==> config.mk <==
export PLATFORM = sky130hd
export DESIGN_NAME = wave_burst_sched
export DESIGN_NICKNAME = d
export VERILOG_FILES = /design/src/rtl/wave_sched_pkg.sv /design/src/rtl/wave_rr_arb.sv /design/src/rtl/wave_burst_sched.sv
export SDC_FILE = /design/constraint.sdc
export NUM_CORES = 1
export LEC_CHECK = 0
export CORE_MARGIN = 4
export CORE_UTILIZATION = 25
export CTS_CLUSTER_DIAMETER = 80
export CTS_CLUSTER_SIZE = 12
export DETAILED_ROUTE_END_ITERATION = 6
export PLACE_DENSITY_LB_ADDON = 0.1
export SYNTH_ARGS = -nofsm -noshare
export SYNTH_HDL_FRONTEND = slang
export SYNTH_HIERARCHICAL = 1
export SYNTH_SLANG_ARGS = --single-unit
==> constraint.sdc <==
create_clock -name clk -period 5.1 [get_ports clk]
set_input_delay 0.765 -clock clk [delete_from_list [all_inputs] [get_ports clk]]
set_output_delay 0.765 -clock clk [all_outputs]
set_load 0.02 [all_outputs]
==> src/rtl/wave_sched_pkg.sv <==
// wave_sched_pkg: shared types and constants for the waveform burst scheduler.
// Latency: n/a (types, constants and a pure LFSR step function).
// Backpressure: n/a.
package wave_sched_pkg;

    typedef enum logic [1:0] {
        MODE_UP   = 2'd0,
        MODE_DOWN = 2'd1,
        MODE_LFSR = 2'd2,
        MODE_XZ   = 2'd3
    } wave_mode_e;

    typedef enum logic [1:0] {
        ST_IDLE = 2'd0,
        ST_RUN  = 2'd1,
        ST_GAP  = 2'd2
    } sched_state_e;

    localparam logic [31:0] LFSR_TAPS = 32'h8020_0003;
    localparam logic [31:0] LFSR_SEED = 32'hACE1_0001;
    localparam logic [31:0] DOWN_INIT = 32'hFFFF_FFFF;

    // Right-shifting Galois step; bit 31 is in the tap mask, so a shifted-out 1
    // always leaves a nonzero state and the all-zero lockup state is unreachable.
    function automatic logic [31:0] lfsr_step(input logic [31:0] s);
        return s[0] ? ((s >> 1) ^ LFSR_TAPS) : (s >> 1);
    endfunction

endpackage

==> src/rtl/wave_rr_arb.sv <==
// wave_rr_arb: picks the first active requester at or after the round-robin pointer.
// Latency: purely combinational.
// Backpressure: none; the caller decides when the grant is consumed.
module wave_rr_arb
#(
    parameter int NREQ = 4,
    localparam int IDW = $clog2(NREQ)
) (
    input  logic [NREQ-1:0] req_valid_i,
    input  logic [IDW-1:0]  rr_ptr_i,
    output logic [IDW-1:0]  grant_o,
    output logic            any_o
);

    // Scan from the farthest candidate back to the pointer so the closest
    // active requester is the last (winning) assignment.
    always_comb begin
        grant_o = '0;
        any_o   = 1'b0;
        for (int i = NREQ - 1; i >= 0; i--) begin
            if (req_valid_i[IDW'((int'(rr_ptr_i) + i) % NREQ)]) begin
                grant_o = IDW'((int'(rr_ptr_i) + i) % NREQ);
                any_o   = 1'b1;
            end
        end
    end

endmodule

==> src/rtl/wave_burst_sched.sv <==
// wave_burst_sched: round-robin owner of one shared up/down/LFSR sample generator (X/Z mode 3 under WAVE_XZ_INJECT_EN).
// Latency: grant pulse and first sample registered one cycle after req_valid; one dead GAP cycle ends each burst.
// Backpressure: samp_ready low freezes samp_data/samp_last/samp_id and the generators; all outputs registered.
module wave_burst_sched
    import wave_sched_pkg::*;
#(
    parameter int NREQ  = 4,
    parameter int DW    = 32,
    parameter int LEN_W = 8,
    localparam int IDW  = $clog2(NREQ)
) (
    input  logic                  clk,
    input  logic                  reset_n,
    input  logic [NREQ-1:0]       req_valid,
    input  logic [2*NREQ-1:0]     req_mode,
    input  logic [LEN_W*NREQ-1:0] req_len,
    output logic [NREQ-1:0]       req_ready,
    output logic                  samp_valid,
    input  logic                  samp_ready,
    output logic [DW-1:0]         samp_data,
    output logic                  samp_last,
    output logic [IDW-1:0]        samp_id,
    output logic                  busy
);

    sched_state_e   state_q;
    wave_mode_e     mode_q;
    logic [LEN_W:0] remain_q;
    logic [IDW-1:0] rr_ptr_q;
    logic [31:0]    up_q, down_q, lfsr_q;
    logic [31:0]    up_d, down_d, lfsr_d;
`ifdef WAVE_XZ_INJECT_EN
    logic [1:0]     phase_q, phase_d;
`endif
    logic [NREQ-1:0] req_ready_q;
    logic            samp_valid_q, samp_last_q, busy_q;
    logic [DW-1:0]   samp_data_q, data_d;
    logic [IDW-1:0]  samp_id_q;

    logic [IDW-1:0]  grant;
    logic            grant_any;
    wave_mode_e      sel_mode, next_mode;
    logic [LEN_W-1:0] sel_len;
    logic [LEN_W:0]  len_eff;
    logic            fire;

    wave_rr_arb #(.NREQ(NREQ)) u_arb (
        .req_valid_i (req_valid),
        .rr_ptr_i    (rr_ptr_q),
        .grant_o     (grant),
        .any_o       (grant_any)
    );

    assign sel_mode  = wave_mode_e'(req_mode[2*int'(grant) +: 2]);
    assign sel_len   = req_len[LEN_W*int'(grant) +: LEN_W];
    // A zero length field means the full 2^LEN_W burst.
    assign len_eff   = {(sel_len == '0), sel_len};
    assign fire      = (state_q == ST_RUN) && samp_valid_q && samp_ready;
    assign next_mode = (state_q == ST_IDLE) ? sel_mode : mode_q;

    // Advance only the generator owned by the accepted sample's mode.
    always_comb begin
        up_d   = up_q;
        down_d = down_q;
        lfsr_d = lfsr_q;
`ifdef WAVE_XZ_INJECT_EN
        phase_d = phase_q;
`endif
        if (fire) begin
            case (mode_q)
                MODE_UP:   up_d   = up_q + 32'd1;
                MODE_DOWN: down_d = down_q - 32'd1;
`ifdef WAVE_XZ_INJECT_EN
                MODE_XZ: begin
                    phase_d = phase_q + 2'd1;
                    if (phase_q[1]) lfsr_d = lfsr_step(lfsr_q);
                end
`endif
                default:   lfsr_d = lfsr_step(lfsr_q);
            endcase
        end
    end

    // Next sample to present, taken from the post-advance generator state.
    always_comb begin
        data_d = lfsr_d[DW-1:0];
        case (next_mode)
            MODE_UP:   data_d = up_d[DW-1:0];
            MODE_DOWN: data_d = down_d[DW-1:0];
`ifdef WAVE_XZ_INJECT_EN
            MODE_XZ: begin
                case (phase_d)
                    2'd0:    data_d = {DW{1'bx}};
                    2'd1:    data_d = {DW{1'bz}};
                    2'd2:    data_d = {lfsr_d[DW-1:1], 1'bx};
                    default: data_d = {lfsr_d[DW-1:1], 1'bz};
                endcase
            end
`endif
            default:   data_d = lfsr_d[DW-1:0];
        endcase
    end

    // Scheduler FSM with registered outputs and shared generator state.
    always_ff @(posedge clk or negedge reset_n) begin
        if (!reset_n) begin
            state_q      <= ST_IDLE;
            mode_q       <= MODE_UP;
            remain_q     <= '0;
            rr_ptr_q     <= '0;
            up_q         <= '0;
            down_q       <= DOWN_INIT;
            lfsr_q       <= LFSR_SEED;
`ifdef WAVE_XZ_INJECT_EN
            phase_q      <= '0;
`endif
            req_ready_q  <= '0;
            samp_valid_q <= 1'b0;
            samp_data_q  <= '0;
            samp_last_q  <= 1'b0;
            samp_id_q    <= '0;
            busy_q       <= 1'b0;
        end else begin
            req_ready_q <= '0;
            up_q        <= up_d;
            down_q      <= down_d;
            lfsr_q      <= lfsr_d;
`ifdef WAVE_XZ_INJECT_EN
            phase_q     <= phase_d;
`endif
            case (state_q)
                ST_IDLE: begin
                    if (grant_any) begin
                        state_q      <= ST_RUN;
                        mode_q       <= sel_mode;
                        remain_q     <= len_eff;
                        req_ready_q  <= NREQ'(1) << grant;
                        samp_valid_q <= 1'b1;
                        samp_data_q  <= data_d;
                        samp_last_q  <= (len_eff == (LEN_W+1)'(1));
                        samp_id_q    <= grant;
                        busy_q       <= 1'b1;
                    end
                end
                ST_RUN: begin
                    if (fire) begin
                        if (remain_q == (LEN_W+1)'(1)) begin
                            state_q      <= ST_GAP;
                            samp_valid_q <= 1'b0;
                            samp_last_q  <= 1'b0;
                            rr_ptr_q     <= (samp_id_q == IDW'(NREQ-1)) ? '0 : samp_id_q + IDW'(1);
                        end else begin
                            remain_q    <= remain_q - (LEN_W+1)'(1);
                            samp_data_q <= data_d;
                            samp_last_q <= (remain_q == (LEN_W+1)'(2));
                        end
                    end
                end
                ST_GAP: begin
                    state_q <= ST_IDLE;
                    busy_q  <= 1'b0;
                end
                default: state_q <= ST_IDLE;
            endcase
        end
    end

    assign req_ready  = req_ready_q;
    assign samp_valid = samp_valid_q;
    assign samp_data  = samp_data_q;
    assign samp_last  = samp_last_q;
    assign samp_id    = samp_id_q;
    assign busy       = busy_q;

endmodule

## Yosys cells after proc, flatten, opt, wreduce, memory -nomap -nowiden

Cells that the tools add are included.
W data, S select, Z words.

| cells by class | value |
|---|---|
| $add $sub $neg | 7 |
| $mul | 0 |
| div/mod/pow operators | 0 |
| order comparisons | 4 |
| equal/unequal tests | 12 |
| shift operators | 3 |
| multiplexer cells | 53 |
| bitwise logic cells | 1 |
| reductions and logical operators | 16 |

Operators with widths:

| cell | number |
|---|---|
| $mux W32 | 10 |
| $pmux W32 S2 | 2 |
| $add A32 B1 Y32 const B | 1 |
| $shiftx A32 B6 Y8 | 1 |
| $sub A32 B1 Y32 const B | 1 |
| $mux W9 | 3 |
| $eq A9 B1 Y1 const B | 2 |
| $mux W1 | 18 |
| $mux W2 | 9 |
| $pmux W9 S2 | 1 |
| $lt A2 B4 Y1 const B | 4 |
| $eq A9 B2 Y1 const B | 1 |
| $reduce_and A3 Y1 | 3 |
| $sub A9 B1 Y9 const B | 1 |
| $bmux W1 S2 | 4 |
| $logic_not A8 Y1 | 1 |
| $mux W4 | 2 |
| $reduce_and A4 Y1 | 2 |
| $shiftx A8 B4 Y2 | 1 |
| $eq A2 B1 Y1 const B | 3 |
| $logic_not A2 Y1 | 3 |
| $ne A2 B2 Y1 const B | 3 |
| $pmux W1 S2 | 3 |
| $add A2 B1 Y2 const B | 2 |
| other kinds (10) | 15 |

| storage, ports and cells | value |
|---|---|
| bits in registers | 152 |
| bits in latches | 0 |
| bits in writable memories | 0 |
| bits in read-only memories | 0 |
| input bits | 47 |
| output and inout port bits | 41 |
| word-level logic and storage cells | 109 |
| memories | 0 |

## Depth between registers and ports, before layout

| depth | value |
|---|---|
| depth after elaboration | 15 |
| depth in mapped cells | 10 |
| mapped depth without buffers | 9 |

## By module

The synthesis kept the hierarchy.

Modules (own cells, without submodules):

| module | instances | cells an instance | area each (µm²) | sequential area each (µm²) |
|---|---|---|---|---|
| wave_burst_sched | 1 | 666 | 7309.5 | 3854.9 |
| wave_rr_arb | 1 | 13 | 77.6 | 0.0 |

## Worst setup path before layout

No wires, ideal clock.

| timing path | value |
|---|---|
| path kind | input to register |
| from | in req_valid[1] |
| to | reg remain_q[8] |
| setup time | 0.066 ns |
| arrival time | 2.779 ns |
| required time | 5.034 ns |
| slack | 2.255 ns |
| cell stages on the path | 10 |
| buffers on the path | 2 |
| cell sequence | nor3b_1 -> a211oi_1 -> nor2_1 -> clkbuf_1 -> clkbuf_1 -> mux4_2 -> nor4_1 -> nand3_1 -> o32ai_1 -> a22o_1 |

| between the ends | value |
|---|---|
| longest elaborated chain between the ends | 11 |
| elaborated cells on any way between the ends | 26 |
| those cells by class | eq/ne (1); shift (1); mux (22); reduce/logical (2) |

Ends and longest elaborated chain:

| item | RTL line | text |
|---|---|---|
| start, declared | wave_burst_sched.sv:14 | `input logic [NREQ-1:0] req_valid,` |
| $bmux W1 S2 | wave_rr_arb.sv:21 | `if (req_valid_i[IDW'((int'(rr_ptr_i) + i) % NREQ)]) begin` |
| $mux W1 (not written as such) (2 in a row) | wave_rr_arb.sv:21 |  |
| $mux W2 (3 in a row) | wave_rr_arb.sv:21 |  |
| $mux W2 (*) | wave_rr_arb.sv:21 |  |
| via grant[1] | wave_burst_sched.sv:40 | `logic [IDW-1:0] grant;` |
| $shiftx A32 B6 Y8 (*) | wave_burst_sched.sv:55 | `assign sel_len = req_len[LEN_W*int'(grant) +: LEN_W];` |
| $logic_not A8 Y1 (*) | wave_burst_sched.sv:57 | `assign len_eff = {(sel_len == '0), sel_len};` |
| $mux W9 (*) | wave_burst_sched.sv:133 | `if (grant_any) begin` |
| $pmux W9 S2 (*) | wave_burst_sched.sv:131 | `case (state_q)` |
| end signal, assigned | wave_burst_sched.sv:136 | `remain_q <= len_eff;` |
| end signal, assigned | wave_burst_sched.sv:153 | `remain_q <= remain_q - (LEN_W+1)'(1);` |
| end, declared | wave_burst_sched.sv:28 | `logic [LEN_W:0] remain_q;` |

Mark *: on every way through the listed nets, which the timed path passes. The rest lies on a longest branch. The select of a mux whose other input is x is not followed.
A chain may end at the register's enable or synchronous reset.

## Worst setup path after layout

| timing path | value |
|---|---|
| from | in req_valid[1] |
| to | reg samp_data_q[9] (netlist: samp_data[9]) |

| between the ends | value |
|---|---|
| longest elaborated chain between the ends | 14 |
| elaborated cells on any way between the ends | 31 |
| those cells by class | eq/ne (2); shift (1); mux (26); reduce/logical (2) |

Ends and longest elaborated chain:

| item | RTL line | text |
|---|---|---|
| $bmux W1 S2 | wave_rr_arb.sv:21 |  |
| $mux W1 (not written as such) (2 in a row) | wave_rr_arb.sv:21 |  |
| $mux W2 (3 in a row) | wave_rr_arb.sv:21 |  |
| $mux W2 (*) | wave_rr_arb.sv:21 |  |
| via grant[1] | wave_burst_sched.sv:40 |  |
| $shiftx A8 B4 Y2 (*) | wave_burst_sched.sv:54 | `assign sel_mode = wave_mode_e'(req_mode[2*int'(grant) +: 2]);` |
| $mux W2 (*) | wave_burst_sched.sv:59 | `assign next_mode = (state_q == ST_IDLE) ? sel_mode : mode_q;` |
| $eq A2 B1 Y1 or $logic_not A2 Y1 (tied branches) | wave_burst_sched.sv:87 | `case (next_mode)` |
| $pmux W32 S2 (*) | wave_burst_sched.sv:87 |  |
| $mux W32 | wave_burst_sched.sv:147 | `if (remain_q == (LEN_W+1)'(1)) begin` |
| $mux W32 | wave_burst_sched.sv:146 | `if (fire) begin` |
| $pmux W32 S2 (*) | wave_burst_sched.sv:131 |  |
| end signal, assigned | wave_burst_sched.sv:139 | `samp_data_q <= data_d;` |
| end signal, assigned | wave_burst_sched.sv:154 | `samp_data_q <= data_d;` |
| end, declared | wave_burst_sched.sv:37 | `logic [DW-1:0] samp_data_q, data_d;` |

Marks and branches as above.

==> results.toml <==
[floorplan]
core_um2 = 28940
fp.dieH_um = 179.9
io_pins = 88
die_area_um2 = 32360
die_w_um = 179.9
initial_core_util = 0.2553
rows = 62

[final_layout]
nets = 811
fillers = 2917
finalInstanceArea_um2 = 9309
diodes = 0
drive_above_1_share = 0.1868
syn_to_final_growth_pct = 26.02

[synth]
postSynthCellCount = 679
yosysTopAreaCellShare = 0.3760
yosysMostFrequentCell = "dfrtp_1"
ys_seq_elements = 152
synthFlopType = "dfrtp_1"
synthSimpleGateAreaFrac = 0.1765
avgSynthCellArea_um2 = 10.88
syn_area_um2 = 7387
yosysUniqueCellTypes = 61
async_flop_share = 1.000
synth_nets = 732
synth_top_cell_by_area = "dfrtp_1"
synth_edf_count = 0
synthXorXnorAreaFrac = 0.07470
synthMuxAreaShare = 0.08012
synth_top_family_by_area = "simple AND/OR/NAND/NOR gates"
yosys_warnings = 6
synth_fa_ha_area_frac = 0.01016
synth_area_leaders = "dfrtp_1 (38%), dfstp_2 (15%), mux2_2 (5.0%)"
synth_common_cells = "dfrtp_1 (111), nand2_1 (68), nor2_1 (48), dfstp_2 (41), xor2_1 (37)"
ys_seq_area_frac = 0.5218
synth-compound-area-share = 0.1076

[critical_path]
startpoint_type = "primary input"
path_max_fanout = 18
arrival_ns = 3.98
worstSetupPathType = "primary input to flip-flop"
required_ns = 5.43
endpoint_kind = "flip-flop"

[placement]
place_congestion = 0.7989
dp_hpwl_mm = 14.63
io_buffers = 87
dp_slack_ns = 0.9539
place_area_um2 = 8655

[sta]
holdWs_ns = 0.2654
rsz0062_at_grt = "false"
finalCritPeriodShare = 0.7165
setup_violations = 0
min_period_ns = 3.654
fin_tns_setup_ns = 0
fmax_mhz = 273.7
maxSlewViolCount = 0
fin_worst_skew_ns = 0.01311
worstMarginPinSlew_ns = 0.9285
hold_viol_final = 0
fin_ws_ns = 1.446
slew_headroom = 0.3810

[global_routing]
grt_antenna_before_repair = 0
grt_max_degree = 61
grt_pass1_vias = 6025
gr-total-overflow = 0
grt_pass1_wl_mm = 33.06
grt.total_usage = 0.1270

[drt]
viasPerCell = 4.829
vias = 5578
ant_nets = 0
dr.first_iter.drc_count = 368
first_pass_iters = 6
drc = 0
avgRoutedWirePerCell_um = 17.54
wl_mm = 20.26

[cts]
cts.clk_slew.worst_paths_ns = 0.06
cts_buffers = 17
cts_max_path_buffers = 2
cts_tree = "done"
clock_latency_ns = 0.42
holdBufCountCts = 0
clockRootBuffer = "clkbuf_16"
clkSinkCount = 152
ctsResizeCount = 0
postCtsSetupBuffers = 0
htree_levels = 4

[worst_hold_path]
hp-class = "primary input to async pin"

[outcome]
outcome = "complete, no violations"

[pwr]
switching_share = 0.2051
power_frac_clock = 0.519
ir_drop_mv = 0.2223
power_switching_mw = 0.5557
seqPwrFrac = 0.446
power_density_nw_per_um2 = 291.1
p_comb_frac = 0.036
p_leak_nw = 4.084
p_int_mw = 2.154

[flow_run]
maxCapViolations = 0
==> area by class of cell <==
type | count | area (um2) | area share
clock buffer | 21 | 460.4 | 0.04946
tap | 384 | 480.5 | 0.05161
sequential | 152 | 3855 | 0.4141
clock inverter | 11 | 193.9 | 0.02083
inverter | 11 | 41.29 | 0.004435
multi-input combinational | 479 | 3331 | 0.3578
timing repair buffer | 97 | 947.2 | 0.1017
==> power by group through the flow <==
stage	clock network (mW)	registers (mW)	logic, mW
after floorplan	0	1.23	0.0278
after global placement	0	1.23	0.0978
after detailed placement	0	1.23	0.100
after CTS	1.45	1.21	0.100
after global routing	1.51	1.21	0.108
final	1.41	1.21	0.0965
==> metrics by stage <==
| step | instances | power [mW] | utilization |
|---|---|---|---|
| finish | 1155 | 2.710 | 0.3217 |
| global route | 1155 | 2.821 | 0.3217 |
| CTS | 1155 | 2.754 | 0.3217 |
| detailed placement | 1123 | 1.329 | 0.2991 |
| global placement | 1123 | 1.327 | 0.2991 |
| floorplan | 679 | 1.257 | - |
==> metal layers <==
metal	wire, um	share of wire	track usage
met5	0	0	0
met4	216	0.011	0.03414
met3	869	0.043	0.03456
met2	9853	0.49	0.2150
met1	9318	0.46	0.1608
==> sequential cells by signal, indices dropped and copies added, names as in the netlist, 4 cells and up <==
signal and cells:
samp_data 32, lfsr_q 32, up_q 32, remain_q 9
down_q 32, req_ready 4
==> worst paths after layout <==
kind,to,cells after the start,slack [ns],start
worst max register to register,samp_data[9],9,1.80,rr_ptr_q[1]
worst min register to register,up_q[31],1,0.48,up_q[31]
worst min-delay path,lfsr_q[7],1,0.27,reset_n
min in group clk,up_q[31],1,0.48,up_q[31]
worst max-delay path,samp_data[9],10,1.45,req_valid[1]
max in group asynchronous,lfsr_q[24],2,3.66,reset_n
==> cells in the final DEF (no fill, tap or decap), drive strengths merged, types with 21 or more instances in the layout <==
master         instances
o21ai                 34
xnor2                 26
a21oi                 28
mux2                  33
dfstp                 41
nor3                  25
nand2                 68
a222oi                21
nor2                  49
nand3                 24
clkdlybuf4s50         86
dfrtp                111
xor2                  37
clkbuf                21
==> critical path, stage by stage <==
cell and delay [ns]:
clkdlybuf4s50_1 0.45, nor3b_1 0.24, a211oi_1 0.08, nor2_1 0.55
mux2i_1 0.34, nand3_1 0.13, o21ai_2 0.74, buf_4 0.37
a222oi_1 0.12, o21ai_0 0.18
==> cells by family after synthesis <==
logic type | count (synthesis)
AOI/OAI and AO/OA | 116
xor gates and xnor gates | 63
adders and majority gates | 6
buffers and inverters | 48
DFF | 152
muxes | 45
and+or+nand+nor | 249
(Power assumes the default switching activity.)
